<file path="src/rtl/sim_run_controller.sv">
// sim_run_controller
//   Run harness for the multicycle RV32I core. It holds the core in reset for a
//   fixed number of cycles after start and then lets it run. While running it
//   counts cycles and retired instructions. A run ends on a nonzero store to the
//   tohost address or on timeout. After that the core is frozen and the register
//   file is streamed out over a valid/ready dump port.
//
//   state      | meaning
//   -----------+-------------------------------------------------------------
//   IDLE       | after reset; core held in reset, waiting for start
//   RESET_HOLD | core held in reset for RESET_CYCLES cycles
//   RUN        | core running; counters live; watching for tohost / timeout
//   DUMP       | core stalled; register file streamed one beat per handshake
//   DONE       | core stalled; results held until the next start
module sim_run_controller #(
    parameter int              XLEN         = 32,
    parameter int              NUM_REGS     = 32,
    parameter int              RESET_CYCLES = 2,
    parameter int              MAX_CYCLES   = 256,
    parameter logic [XLEN-1:0] TOHOST_ADDR  = 32'h0000_1000,
    parameter int              CNT_W        = 32,
    localparam int             IDX_W        = (NUM_REGS > 1) ? $clog2(NUM_REGS) : 1
) (
    input  logic             i_clk,
    input  logic             i_reset,
    input  logic             i_start,
    input  logic             i_retire,
    input  logic             i_mem_wr_en,
    input  logic [XLEN-1:0]  i_mem_wr_addr,
    input  logic [XLEN-1:0]  i_mem_wr_data,
    output logic             o_cpu_reset,
    output logic             o_cpu_stall,
    output logic [IDX_W-1:0] o_rf_rd_addr,
    input  logic [XLEN-1:0]  i_rf_rd_data,
    output logic             o_dump_valid,
    input  logic             i_dump_ready,
    output logic [IDX_W-1:0] o_dump_idx,
    output logic [XLEN-1:0]  o_dump_data,
    output logic             o_done,
    output logic             o_pass,
    output logic             o_timeout,
    output logic [XLEN-2:0]  o_fail_code,
    output logic [CNT_W-1:0] o_cycle_count,
    output logic [CNT_W-1:0] o_instret_count
);

    localparam int               HOLD_W     = (RESET_CYCLES > 1) ? $clog2(RESET_CYCLES) : 1;
    localparam logic [HOLD_W-1:0] HOLD_LOAD = HOLD_W'(RESET_CYCLES - 1);
    localparam logic [CNT_W-1:0] TIMEOUT_AT = CNT_W'(MAX_CYCLES - 1);
    localparam logic [IDX_W-1:0] LAST_IDX   = IDX_W'(NUM_REGS - 1);

    typedef enum logic [2:0] {
        ST_IDLE,
        ST_RESET_HOLD,
        ST_RUN,
        ST_DUMP,
        ST_DONE
    } state_t;

    state_t            r_state;
    state_t            w_state_nxt;
    logic [HOLD_W-1:0] r_hold;
    logic [IDX_W-1:0]  r_idx;
    logic [CNT_W-1:0]  r_cycle_count;
    logic [CNT_W-1:0]  r_instret_count;
    logic              r_pass;
    logic              r_timeout;
    logic [XLEN-2:0]   r_fail_code;

    logic              w_tohost;
    logic              w_timeout_hit;
    logic              w_start_ok;
    logic              w_beat;
    logic              w_last_beat;

    // A store of zero to tohost is not an end-of-program marker.
    assign w_tohost      = i_mem_wr_en && (i_mem_wr_addr == TOHOST_ADDR) && (i_mem_wr_data != '0);
    // The cycle being counted now is the MAX_CYCLES-th run cycle.
    assign w_timeout_hit = (r_cycle_count == TIMEOUT_AT);
    assign w_start_ok    = i_start && ((r_state == ST_IDLE) || (r_state == ST_DONE));
    assign w_beat        = (r_state == ST_DUMP) && i_dump_ready;
    assign w_last_beat   = w_beat && (r_idx == LAST_IDX);

    assign o_rf_rd_addr    = r_idx;
    assign o_dump_idx      = r_idx;
    assign o_dump_data     = i_rf_rd_data;
    assign o_pass          = r_pass;
    assign o_timeout       = r_timeout;
    assign o_fail_code     = r_fail_code;
    assign o_cycle_count   = r_cycle_count;
    assign o_instret_count = r_instret_count;

    // State register.
    always_ff @(posedge i_clk) begin
        if (i_reset) begin
            r_state <= ST_IDLE;
        end else begin
            r_state <= w_state_nxt;
        end
    end

    // Next-state decode and per-state control outputs.
    always_comb begin
        w_state_nxt  = r_state;
        o_cpu_reset  = 1'b0;
        o_cpu_stall  = 1'b0;
        o_dump_valid = 1'b0;
        o_done       = 1'b0;
        case (r_state)
            ST_IDLE: begin
                o_cpu_reset = 1'b1;
                if (i_start) begin
                    w_state_nxt = ST_RESET_HOLD;
                end
            end
            ST_RESET_HOLD: begin
                o_cpu_reset = 1'b1;
                if (r_hold == '0) begin
                    w_state_nxt = ST_RUN;
                end
            end
            ST_RUN: begin
                if (w_tohost || w_timeout_hit) begin
                    w_state_nxt = ST_DUMP;
                end
            end
            ST_DUMP: begin
                o_cpu_stall  = 1'b1;
                o_dump_valid = 1'b1;
                if (w_last_beat) begin
                    w_state_nxt = ST_DONE;
                end
            end
            ST_DONE: begin
                o_cpu_stall = 1'b1;
                o_done      = 1'b1;
                if (i_start) begin
                    w_state_nxt = ST_RESET_HOLD;
                end
            end
            default: begin
                w_state_nxt = ST_IDLE;
                o_cpu_reset = 1'b1;
            end
        endcase
    end

    // Hold timer, run counters, result flags and dump index.
    always_ff @(posedge i_clk) begin
        if (i_reset) begin
            r_hold          <= '0;
            r_idx           <= '0;
            r_cycle_count   <= '0;
            r_instret_count <= '0;
            r_pass          <= 1'b0;
            r_timeout       <= 1'b0;
            r_fail_code     <= '0;
        end else if (w_start_ok) begin
            r_hold          <= HOLD_LOAD;
            r_idx           <= '0;
            r_cycle_count   <= '0;
            r_instret_count <= '0;
            r_pass          <= 1'b0;
            r_timeout       <= 1'b0;
            r_fail_code     <= '0;
        end else begin
            case (r_state)
                ST_RESET_HOLD: begin
                    if (r_hold != '0) begin
                        r_hold <= r_hold - HOLD_W'(1);
                    end
                end
                ST_RUN: begin
                    if (r_cycle_count != '1) begin
                        r_cycle_count <= r_cycle_count + CNT_W'(1);
                    end
                    if (i_retire && (r_instret_count != '1)) begin
                        r_instret_count <= r_instret_count + CNT_W'(1);
                    end
                    // A tohost store in the timeout cycle takes priority.
                    if (w_tohost) begin
                        if (i_mem_wr_data == XLEN'(1)) begin
                            r_pass <= 1'b1;
                        end else begin
                            r_pass      <= 1'b0;
                            r_fail_code <= i_mem_wr_data[XLEN-1:1];
                        end
                    end else if (w_timeout_hit) begin
                        r_timeout <= 1'b1;
                        r_pass    <= 1'b0;
                    end
                end
                ST_DUMP: begin
                    if (w_last_beat) begin
                        r_idx <= '0;
                    end else if (w_beat) begin
                        r_idx <= r_idx + IDX_W'(1);
                    end
                end
                default: begin
                end
            endcase
        end
    end

endmodule
</file>
<file path="config.mk">
export PLATFORM = sky130hd
export DESIGN_NAME = sim_run_controller
export DESIGN_NICKNAME = d
export VERILOG_FILES = /design/src/rtl/sim_run_controller.sv
export SDC_FILE = /design/constraint.sdc
export NUM_CORES = 1
export LEC_CHECK = 0
export ABC_AREA = 1
export CORE_ASPECT_RATIO = 0.8
export CORE_MARGIN = 8
export CORE_UTILIZATION = 45
export CTS_BUF_LIST = sky130_fd_sc_hd__clkbuf_8 sky130_fd_sc_hd__clkbuf_16
export DETAILED_ROUTE_END_ITERATION = 12
export HOLD_SLACK_MARGIN = 0.03
export PLACE_DENSITY = 0.81
export SLEW_MARGIN = 40
export SYNTH_ARGS = -nofsm -noshare
export SYNTH_HDL_FRONTEND = slang
export SYNTH_SLANG_ARGS = --single-unit
</file>
<file path="constraint.sdc">
create_clock -name i_clk -period 2.06 [get_ports i_clk]
set_clock_uncertainty 0.15 [all_clocks]
set_input_delay 0.412 -clock i_clk [delete_from_list [all_inputs] [get_ports i_clk]]
set_output_delay 0.412 -clock i_clk [all_outputs]
set_load 0.01 [all_outputs]
</file>
==> results summary, run 1 <==
The internal reg-to-reg setup slack came out at 0.10 ns. Along the worst path, the maximum fanout reaches 7. Compared with the post-synthesis result, the final layout area differs by 42.9%.

The run finished with clean final reports. Clock-pin slew was measured on the worst setup and hold paths at 0.07 ns. The number of warning messages in the yosys log came out at 0. Among all cell types in the netlist, the one instantiated most often is sky130_fd_sc_hd__nand2_1. The end-of-flow core utilization is 65.3%.

Counting flops with an async set or reset pin after synthesis yields a share of 0%. Entering global routing, the biggest net connects 37 pins. Dividing the detail-routed via count by the number of cells gives 5.17. In this run, synthesis produced a sequential element count of 106.

The total routing usage reported by global routing is 23.0%. The clock passes through at most 2 buffers. The longest individual stage delay on the worst path is 0.60 ns. The actual transition at the worst max-transition pin came out at 0.406 ns. The gate count of the mapped netlist came out at 1,052.

Counting the buffers created by CTS gives 9. The worst setup timing slack at the placement stage is -0.238 ns. The timing-limited maximum frequency is 0.499 GHz.

Clock tree synthesis selected as its root buffer the cell sky130_fd_sc_hd__clkbuf_16. The count of buffers inserted at the top-level ports came out at 180. The area of the core came out at 14,200 um2. The average routed wire per standard cell came out at 15.1 um. The final hold violation count came out at 0.

The setup path with the least slack is of type reg -> out. Cells with a size suffix above 1 make up 12.5% of the layout. The share of the clock period used by the worst path came out at 97.2%. The via count of the first global-routing pass came out at 6,818.

In the synthesized netlist the dominant register cell turns out to be sky130_fd_sc_hd__dfxtp_1. The number of vias after detailed routing came out at 7,489. The leakage power figure is 3.50 nW.

The worst setup slack after layout is 0.0567 ns. The total cell area at the placement stage came out at 8750 um2. The number of top-level pins is 245. The wire length of the first global-routing pass came out at 34.5 mm. The setup total negative slack came out at 0 ns. The number of H-tree levels came out at 3. The proportion of synthesized chip area in sequential cells is 32.7%. Sorting the synthesized cells by area gives the leading types as sky130_fd_sc_hd__dfxtp_1, sky130_fd_sc_hd__nand2_1, sky130_fd_sc_hd__nor2_1, sky130_fd_sc_hd__inv_1, sky130_fd_sc_hd__nand4_1. The filler cell count in the final layout is 1,276.

The number of maximum-capacitance constraint violations is 0. The number of antenna violations at the first check in global routing is 0. Once detail routing completed, the nets flagged for antenna violations numbered 0. Summed over its instances, the top area cell type makes up 32.7% of the synthesized netlist area. The worst relative slew slack came out at 72.7%. The final weighted congestion in routability-driven placement is 0.973.

The site row count is 39. The final global-route overflow total came out at 0. At the end of the flow, the number of nets in the layout was 1,366.

The latest clock arrival within the worst-skew pair came out at 0.35 ns. The die area is 18,600 um2. The endpoint type of the worst setup path is a primary output.

After synthesis, the most frequently instantiated cells are sky130_fd_sc_hd__nand2_1, sky130_fd_sc_hd__nor2_1, sky130_fd_sc_hd__dfxtp_1. The cell area after layout came out at 9280 um2. TritonCTS built the clock tree. The min-delay analysis places its worst path in the category reg -> reg. The floorplan die width is 150 um. The count of flip-flops with a built-in enable after synthesis came out at 0. The required time at the worst-slack endpoint came out at 1.50 ns. After the first detailed-routing iteration, the DRC count stood at 766.

The number of DRC violations after detailed routing is 0. The average size of a mapped cell is 6.17 um2. The cell with the largest stage delay on the worst path is sky130_fd_sc_hd__clkdlybuf4s50_1. The synthesized design spends more area on one cell type than any other, namely sky130_fd_sc_hd__dfxtp_1.

Together, buffers and inverters on the worst path number 1. The worst vdd rail ir drop is 498 uV. The distinct cell type count after synthesis is 31.

The clock period minus worst slack is 2.00 ns. In this run the vertical extent of the chip is 123 um. The count of inserted antenna diode cells came out at 0. The hold buffer count at cts is 0. The initial utilization of the core area, before any placement, comes to 45.7%. Setup violations remaining at the end of the flow were counted as 0. After detailed routing, the total wire length is 21.9 mm.

Setup repair after global routing could not meet its margin everywhere. The number of nets handed over by synthesis was 1,158. The arrival time of the worst setup path is 1.44 ns. The kind of start point of the critical path is a flop. The number of pins with negative max-slew slack in the final report was 0. Among cell families on the critical path, the largest total delay comes from buffers and inverters. Summing every instance area after synthesis gives 6490 um2. The power per unit of standard cell area came out at 563 nW/um2. Traced cell by cell, the critical path runs through clkdlybuf4s50_1. The first TritonRoute pass finished after 6 iterations. The clock sink count came out at 106. The half-perimeter wire length after placement is 16.5 mm.
==> timing repair <==
item                       CTS  global route
setup endpoints to repair   15            80
buffers inserted             2             3
gates cloned                 0             1
pin swaps                    3             4
resized for setup           13            44
==> worst paths after layout <==
| check | start | endpoint | cells after the start |
|---|---|---|---|
| hold reg to reg | o_timeout$_SDFFE_PP0P_ | o_timeout$_SDFFE_PP0P_ | 2 |
| setup / recovery | o_cycle_count[29]$_SDFFE_PP0P_ | o_cycle_count[29] | 1 |
| setup reg to reg | o_instret_count[15]$_SDFFE_PP0P_ | o_instret_count[15]$_SDFFE_PP0P_ | 10 |
| hold / removal | o_timeout$_SDFFE_PP0P_ | o_timeout$_SDFFE_PP0P_ | 2 |
==> stage by stage <==
stage / hold WS, ns / total power, mW / std cells
4_1_cts: 0.337 / 5.17 / 1444
5_1_grt: 0.364 / 5.46 / 1448
2_1_floorplan: 0.311 / 2.95 / 1052
6_report: 0.334 / 5.22 / 1448
3_3_place_gp: 0.300 / 3.39 / 1427
3_5_place_dp: 0.320 / 3.42 / 1427
==> flip-flops by register name, summed over array words and instances (netlist names) <==
name	cells
o_cycle_count	32
o_dump_idx	5
o_fail_code	31
o_instret_count	32
o_pass	1
o_timeout	1
r_hold	1
r_state	3
==> routing by layer <==
metal  track usage (%)  part of all wire, %
met1              30.7                   44
met2              36.7                   44
met3              5.38                   10
met4              6.11                  1.5
met5                 0                    0
==> final cells by class <==
cell class / count / area (um2) / share of cell area, %
Clock buffer: 9 / 225 / 2.43
Clock inverter: 6 / 66.3 / 0.715
Inverter: 102 / 388 / 4.18
Multi-Input combinational cell: 773 / 3670 / 39.6
Sequential cell: 106 / 2150 / 23.1
Tap cell: 184 / 230 / 2.48
Timing Repair Buffer: 268 / 2540 / 27.4
==> cells by family (layout without fill, tap and decap cells) <==
family | count (synthesis) | after routing | share of synthesized area [%]
XOR/XNOR | 31 | 31 | 4.18
AO/OA/AOI/OAI | 79 | 79 | 6.26
adder cells (fa/ha/maj) | 4 | 4 | 0.771
AND/OR/NAND/NOR | 659 | 659 | 43.2
buffers and inverters | 173 | 385 | 12.9
flip-flops | 106 | 106 | 32.7
==> power breakdown <==
group / switching, mW / internal [mW] / total (mW)
clock network: 0.806 / 0.944 / 1.75
logic: 0.826 / 0.530 / 1.36
registers: 0.0298 / 2.09 / 2.12
==> cells in the final DEF, fill, tap and decap left out, types with 3 or more instances in the layout <==
master,instances
sky130_fd_sc_hd__nand3_2,3
sky130_fd_sc_hd__nor2_4,6
sky130_fd_sc_hd__buf_12,5
sky130_fd_sc_hd__dfxtp_1,86
sky130_fd_sc_hd__clkdlybuf4s50_1,176
sky130_fd_sc_hd__nor3_2,5
sky130_fd_sc_hd__dlygate4sd2_1,4
sky130_fd_sc_hd__nor3_1,38
sky130_fd_sc_hd__inv_6,3
sky130_fd_sc_hd__a21oi_1,53
sky130_fd_sc_hd__xnor2_1,7
sky130_fd_sc_hd__inv_1,101
sky130_fd_sc_hd__nand3b_1,6
sky130_fd_sc_hd__nor2_1,223
sky130_fd_sc_hd__xor2_1,24
sky130_fd_sc_hd__o21ai_0,19
sky130_fd_sc_hd__nor2_2,11
sky130_fd_sc_hd__nand2_1,269
sky130_fd_sc_hd__nor3b_1,3
sky130_fd_sc_hd__buf_4,80
sky130_fd_sc_hd__clkbuf_16,10
sky130_fd_sc_hd__nand3_1,34
sky130_fd_sc_hd__dfxtp_2,20
sky130_fd_sc_hd__nand4_1,53
sky130_fd_sc_hd__o21bai_1,3
(Power assumes the default switching activity.)
==> run 2, diff against run 1 <==
--- a/config.mk
+++ b/config.mk
@@ -7,12 +7,11 @@
 export LEC_CHECK = 0
 export ABC_AREA = 1
 export CORE_ASPECT_RATIO = 0.8
-export CORE_MARGIN = 8
-export CORE_UTILIZATION = 45
+export CORE_MARGIN = 2
+export CORE_UTILIZATION = 30
 export CTS_BUF_LIST = sky130_fd_sc_hd__clkbuf_8 sky130_fd_sc_hd__clkbuf_16
 export DETAILED_ROUTE_END_ITERATION = 12
 export HOLD_SLACK_MARGIN = 0.03
-export PLACE_DENSITY = 0.81
 export SLEW_MARGIN = 40
 export SYNTH_ARGS = -nofsm -noshare
 export SYNTH_HDL_FRONTEND = slang
==> run 2 against run 1 <==
  * Routed wire length decreased by 0.63%
  * Worst hold slack improved by 0.00053 ns
  * Cell count increased by 6.9%
  * Setup slack improved by 0.0055 ns
  * First-iteration DRC count decreased by 10%
  * Via count decreased by 2.2%
  * Register-to-register slack got worse by 0.04 ns
  * Design area increased by 1.9%
  * Combinational power about the same
  * Critical endpoint is now o_instret_count[24]$_SDFFE_PP0P_
  * Sequential share of layout area decreased by 0.62 points
  * Critical path depth increased by 8
  * Critical path type is now reg -> reg
==> results summary, run 2 (synthesis gave the netlist of run 1 again) <==
The run finished with clean final reports. The worst vdd rail ir drop came out at 405 uV. Clock tree synthesis found a total of 106 sinks. The worst setup slack after layout is 0.0623 ns. In the routed design, unresolved DRC markers number 0. The routed design could run at a clock period as short as 2.00 ns. In the final design database the tool counted 1,374 nets.

The average routed wire per standard cell came out at 14.1 um. The total detailed-routing wirelength came out at 21.8 mm. Clock latency on the worst-skew pair, taken at its later pin, is 0.35 ns. Once detail routing completed, the nets flagged for antenna violations numbered 0.

The filler cell count in the final layout came out at 2,250. The number of clock buffers inserted by TritonCTS is 9. At the end of routability-driven placement, the weighted congestion stood at 0.908. Compared with the post-synthesis result, the final layout area differs by 45.6%. The leakage power figure is 3.50 nW.

Leaving out fill and tap cells, the most frequent cells in the layout are sky130_fd_sc_hd__nand2_1, sky130_fd_sc_hd__nor2_1, sky130_fd_sc_hd__clkdlybuf4s50_1. The number of H-tree levels is 3. The via count of the first global-routing pass came to 6,609.

The kind of start point of the critical path is a flop. The final global-route overflow total came out at 0. The first global-routing pass estimated 33.9 mm of wire. The total setup buffers inserted after CTS came out at 0.

The number of pins with negative max-slew slack in the final report came to 0. The floorplan die width came out at 168 um. The routed layout has 7,326 vias. The TritonCTS clock tree is done. Counting along the longest clock path gives a buffer depth of 2. The die area came out at 22,800 um2. The pin count of the biggest net entering global routing is 46. The half-perimeter wire length after placement came out at 16.5 mm.

The proportion of layout cells with a drive suffix above 1 came out at 11.9%. The worst setup path is of the reg -> reg kind. The worst setup timing slack at the placement stage is -0.257 ns. The number of setup violations in the final report is 0. The share of total power dissipated in the clock network is 33.8%. Net switching is 32.1% of the power. The final hold violation count is 0.

The worst min-delay path class is reg -> reg. The actual transition at the worst max-transition pin came out at 0.515 ns. The internal power contribution is 3.55 mW.

The share of the clock period used by the worst path is 97.0%. The buffer cell driving the clock tree root is sky130_fd_sc_hd__clkbuf_16. Timing would allow up to 0.501 GHz. The power share of the combinational group came out at 26.0%.

The number of antenna violations at the first check in global routing is 0. The required time at the worst-slack endpoint came out at 2.14 ns. The site row count came out at 48. The setup total negative slack is 0 ns. In the global route stage, overall resource usage came out at 18.5%.

After clock tree synthesis, the clock-pin slew on the worst setup and hold paths is 0.07 ns. The register share of total power is 40.2%. The number of maximum-capacitance constraint violations is 0.

The power per unit of standard cell area is 553 nW/um2. The number of top-level pins came out at 245. In this run the standard cell core region covers 21,400 um2. In this run the tightest slew margin relative to its limit is 65.3%. The switching power of the nets came out at 1.68 mW. The internal reg-to-reg setup slack came out at 0.06 ns. The count of buffers inserted at the top-level ports came out at 180. The effective utilization at floorplan is 30.4%. The most frequent standard cell in the layout excluding fill and tap cells is sky130_fd_sc_hd__nand2_1. The worst-path maximum fanout came out at 3. The violation count after the first detailed-route iteration is 687. 0 antenna diodes ended up in the layout. The via density per instance is 4.73. The number of iterations in the first detailed-routing pass came out at 5.

The floorplan step set the die height to 136 um. Data on the critical path arrives at its endpoint at 2.08 ns. STA classifies the critical path endpoint as a flop.
==> run 2: cell count changes in the layout (fill, tap and decap cells not counted), moves of 3 or more <==
cell / delta
sky130_fd_sc_hd__dfxtp_1: +14
sky130_fd_sc_hd__buf_4: +7
sky130_fd_sc_hd__nor2_1: +3
sky130_fd_sc_hd__inv_6: -3
sky130_fd_sc_hd__dfxtp_2: -14
sky130_fd_sc_hd__nor3_2: +4
sky130_fd_sc_hd__buf_12: +3
sky130_fd_sc_hd__nor2_2: -4
==> run 2: area by class of cell <==
class	count	area, um2	area share (%)
Inverter	102	385	4.08
Clock buffer	9	225	2.38
Clock inverter	7	71.3	0.754
Multi-Input combinational cell	773	3660	38.7
Sequential cell	106	2130	22.5
Tap cell	275	344	3.64
Timing Repair Buffer	276	2640	27.9
==> run 2: path summary, 6_finish.rpt <==
path,startpoint,cells after the start,endpoint
min reg2reg,o_timeout$_SDFFE_PP0P_,2,o_timeout$_SDFFE_PP0P_
min,o_timeout$_SDFFE_PP0P_,2,o_timeout$_SDFFE_PP0P_
max reg2reg,o_instret_count[0]$_SDFFE_PP0P_,9,o_instret_count[24]$_SDFFE_PP0P_
max,o_instret_count[0]$_SDFFE_PP0P_,9,o_instret_count[24]$_SDFFE_PP0P_
==> run 2: routing by layer <==
metal	up-vias	global-route usage [%]	wire length, um	share of wire [%]
met3	12	4.35	1620	7.4
met5	-	0	0	0
met2	252	28.9	9310	43
li1	3739	-	-	-
met1	3323	26.2	10700	49
met4	0	3.07	142	0.65
==> run 2: stage by stage <==
step | std cells | hold WS (ns) | cell area (um2) | power, mW | utilization [%]
after floorplan | 1052 | 0.311 | 6490 | 2.95 | -
after global placement | 1531 | 0.313 | 9010 | 3.50 | 42.1
after detailed placement | 1531 | 0.309 | 9010 | 3.50 | 42.1
after CTS | 1547 | 0.339 | 9310 | 5.28 | 43.5
after global routing | 1548 | 0.357 | 9450 | 5.49 | 44.2
final | 1548 | 0.335 | 9450 | 5.23 | 44.2
==> run 2: power by group through the flow <==
stage	Sequential (mW)	Clock, mW	Combinational, mW
after floorplan	2.16	0	0.783
after global placement	2.15	0	1.35
after detailed placement	2.15	0	1.35
after CTS	2.10	1.83	1.34
after global routing	2.11	1.88	1.50
final	2.10	1.77	1.36
==> run 2: what timing repair did <==
item,CTS,global route
gates cloned,0,1
hold buffers,0,0
resized for setup,6,34
pin swaps,0,4
endpoints found under the setup margin,5,97
==> run 2: critical path, cell delays in order, from the launching register on <==
cell                      delay, ns
sky130_fd_sc_hd__dfxtp_2       0.34
sky130_fd_sc_hd__ha_2          0.20
sky130_fd_sc_hd__nand3_2       0.12
sky130_fd_sc_hd__nor2_4        0.20
sky130_fd_sc_hd__nand2_1       0.12
sky130_fd_sc_hd__nor2_1        0.15
sky130_fd_sc_hd__buf_4         0.15
sky130_fd_sc_hd__nand4_1       0.16
sky130_fd_sc_hd__nor3_1        0.24
sky130_fd_sc_hd__nor2_1        0.06
==> run 3, diff against run 2 <==
--- a/config.mk
+++ b/config.mk
@@ -7,7 +7,7 @@
 export LEC_CHECK = 0
 export ABC_AREA = 1
 export CORE_ASPECT_RATIO = 0.8
-export CORE_MARGIN = 2
+export CORE_MARGIN = 5
 export CORE_UTILIZATION = 30
 export CTS_BUF_LIST = sky130_fd_sc_hd__clkbuf_8 sky130_fd_sc_hd__clkbuf_16
 export DETAILED_ROUTE_END_ITERATION = 12
==> run 3 against run 2 <==
  * Clock power shrank 5%
  * Cell count increased by 0.58%
  * Die area is 8.1% higher
  * Maximum frequency is 0.12% higher
  * Highest routed layer unchanged
==> results summary, run 3 (synthesis gave the netlist of run 1 again) <==
The number of nets in the finished design came out at 1,383. The number of non-filler instances in the completed layout is 1,557. The total power came out at 5.25 mW. The critical path starts at o_cycle_count[22]$_SDFFE_PP0P_. The hold buffer count at cts is 0. The worst hold path belongs to the class reg -> reg. The library cell used most frequently in the layout, excluding fill and tap cells, is sky130_fd_sc_hd__nand2_1.

The final hold violation count came out at 0. The number of setup violations in the final report came out at 0. The leakage power figure is 3.56 nW. In the layout the commonest cells are sky130_fd_sc_hd__nand2_1, sky130_fd_sc_hd__nor2_1, sky130_fd_sc_hd__clkdlybuf4s50_1. The total routing usage reported by global routing is 17.3%. At the end of routability-driven placement, the weighted congestion stood at 0.927. The clock input transition at the sequential cells of the worst setup and hold paths is 0.08 ns. The effective utilization at floorplan is 30.3%.

In this run the clock root is driven by a sky130_fd_sc_hd__clkbuf_16. The via count of the first global-routing pass came to 6,591. Setup repair after global routing left no endpoint under its margin.

The area of the core came out at 21,400 um2. The wire length of the first global-routing pass is 35.2 mm. Entering global routing, the biggest net connects 46 pins.

STA classifies the critical path startpoint as a flop. The latest clock arrival within the worst-skew pair is 0.35 ns. In this run the worst setup path terminates at o_cycle_count[22]. The residual antenna-violating net count after detailed routing came out at 0. The required time at the worst-slack endpoint is 1.50 ns. The floorplan die width is 174 um.

The count of buffers inserted at the top-level ports is 180. The worst relative slew slack came out at 69.4%. The signal on the critical path passes through clkdlybuf4s50_1.

The number of H-tree levels came out at 3. The longest individual stage delay on the worst path is 0.60 ns. The depth of the worst register-to-register path came out at 7. Wires add up to 22.1 mm. The internal reg-to-reg setup slack came out at 0.12 ns. The post-route netlist has 12.8% of its cells at a drive strength greater than 1. Dividing total power by cell area gives a power density of 552 nW/um2. Among all stages on the critical path, the largest delay is contributed by sky130_fd_sc_hd__clkdlybuf4s50_1. The number of antenna violations at the first check in global routing is 0. After detailed routing, the average wire length per cell comes to 14.2 um.

The filler cell count in the final layout came out at 2,213. The layout-stage area growth over the synthesis result came out at 46.6%. The HPWL after detailed placement is 17.0 mm. The TritonCTS clock tree is done. Row generation in the floorplan step produced 48 rows. The total cell area at the placement stage came out at 9030 um2.

The worst register-to-register path begins at o_cycle_count[8]$_SDFFE_PP0P_. The share of the clock period used by the worst path is 96.9%. The number of maximum-capacitance constraint violations is 0. For this run, design rule violations remaining after detail routing come to 0. The number of top-level pins came out at 245. Counting the buffers created by CTS gives 9.

The violation count after the first detailed-route iteration is 510. In this run the worst path has a maximum fanout of 7. The critical path in this run is classified as reg -> out. Measured along the y axis, the die boundary spans 142 um. After routing the design area is 9520 um2. The number of stages on the worst setup path is 1. The via density per instance came out at 4.72.

The number of pins with negative max-slew slack in the final report came out at 0. The first detailed-routing pass took 5 iterations. The actual transition at the worst max-transition pin came out at 0.455 ns. Among cell families on the critical path, the largest total delay comes from buffers and inverters. The number of buffers between clock root and the deepest sink is 2. The number of buffers and inverters on the critical path came out at 1. The arrival time of the worst setup path is 1.43 ns. The count of inserted antenna diode cells is 0. The number of cells in the design after placement is 1,537. The number of vias after detailed routing came out at 7,347. The worst setup path is captured at a primary output. The clock sink count came out at 106. Based on the critical path, the design can be clocked at up to 0.501 GHz. Counting I/O delays and the setup requirement, the final critical path takes 2.00 ns.

The run finished with clean final reports. The worst vdd rail ir drop came out at 323 uV. The die area came out at 24,700 um2.

The end of the worst register-to-register path is o_cycle_count[19]$_SDFFE_PP0P_. The final global-route overflow total came out at 0.
## run 3: final cells by class
type                            instances  area, um2  area share (%)
Multi-Input combinational cell        773       3670            38.6
Sequential cell                       106       2130            22.4
Clock inverter                          6       41.3           0.434
Inverter                              102        388            4.08
Clock buffer                           10        239            2.51
Timing Repair Buffer                  285       2700            28.4
Tap cell                              275        344            3.62
## run 3: worst min-delay path by stage
stage                                             to  cells past startpoint                        startpoint  slack (ns)
finish                  o_fail_code[19]$_SDFFE_PP0P_                      2      o_fail_code[19]$_SDFFE_PP0P_        0.33
global route             o_fail_code[9]$_SDFFE_PP0P_                      2       o_fail_code[9]$_SDFFE_PP0P_        0.35
CTS                     o_fail_code[19]$_SDFFE_PP0P_                      2      o_fail_code[19]$_SDFFE_PP0P_        0.34
detailed placement  o_instret_count[31]$_SDFFE_PP0P_                      2  o_instret_count[31]$_SDFFE_PP0P_        0.32
global placement         o_fail_code[1]$_SDFFE_PP0P_                      2       o_fail_code[1]$_SDFFE_PP0P_        0.31
floorplan                        r_hold$_SDFFE_PP0P_                      2               r_hold$_SDFFE_PP0P_        0.31
## run 3: power by group
part           internal (mW)  total [mW]  switching [mW]
sequential              2.08        2.11          0.0281
clock                  0.855        1.68           0.827
combinational          0.598        1.46           0.861
## run 3: repair_timing
action                                  in CTS  in global routing
gates resized for setup                      7                 38
pin swaps                                    0                  2
gates cloned                                 0                  1
buffers inserted                             0                  3
endpoints found under the setup margin       5                 92
## run 3: worst register-to-register path: cells and delay by family, from the launching register on
family          cells  cell delay, ns
simple gates        5            0.89
buf+inv             1            0.18
compound gates      1            0.17
flops               1            0.46
## run 3: per-layer routing
metal | global-route usage (%) | wire length, um | vias to the layer above
li1 | - | - | 3768
met1 | 25.5 | 11000 | 3329
met2 | 26.5 | 9490 | 237
met3 | 3.54 | 1480 | 13
met4 | 2.64 | 157 | 0
met5 | 0 | 0 | -
## run 3: through the flow
| stage | TNS, ns | hold WS [ns] | util [%] | worst slack [ns] |
|---|---|---|---|---|
| 2_1_floorplan | 0 | 0.311 | - | 0.101 |
| 3_3_place_gp | -6.34 | 0.313 | 42.1 | -0.220 |
| 3_5_place_dp | -7.52 | 0.323 | 42.1 | -0.266 |
| 4_1_cts | 0 | 0.338 | 43.4 | 0.00271 |
| 5_1_grt | 0 | 0.349 | 44.4 | 0.00139 |
| 6_report | 0 | 0.334 | 44.4 | 0.0647 |
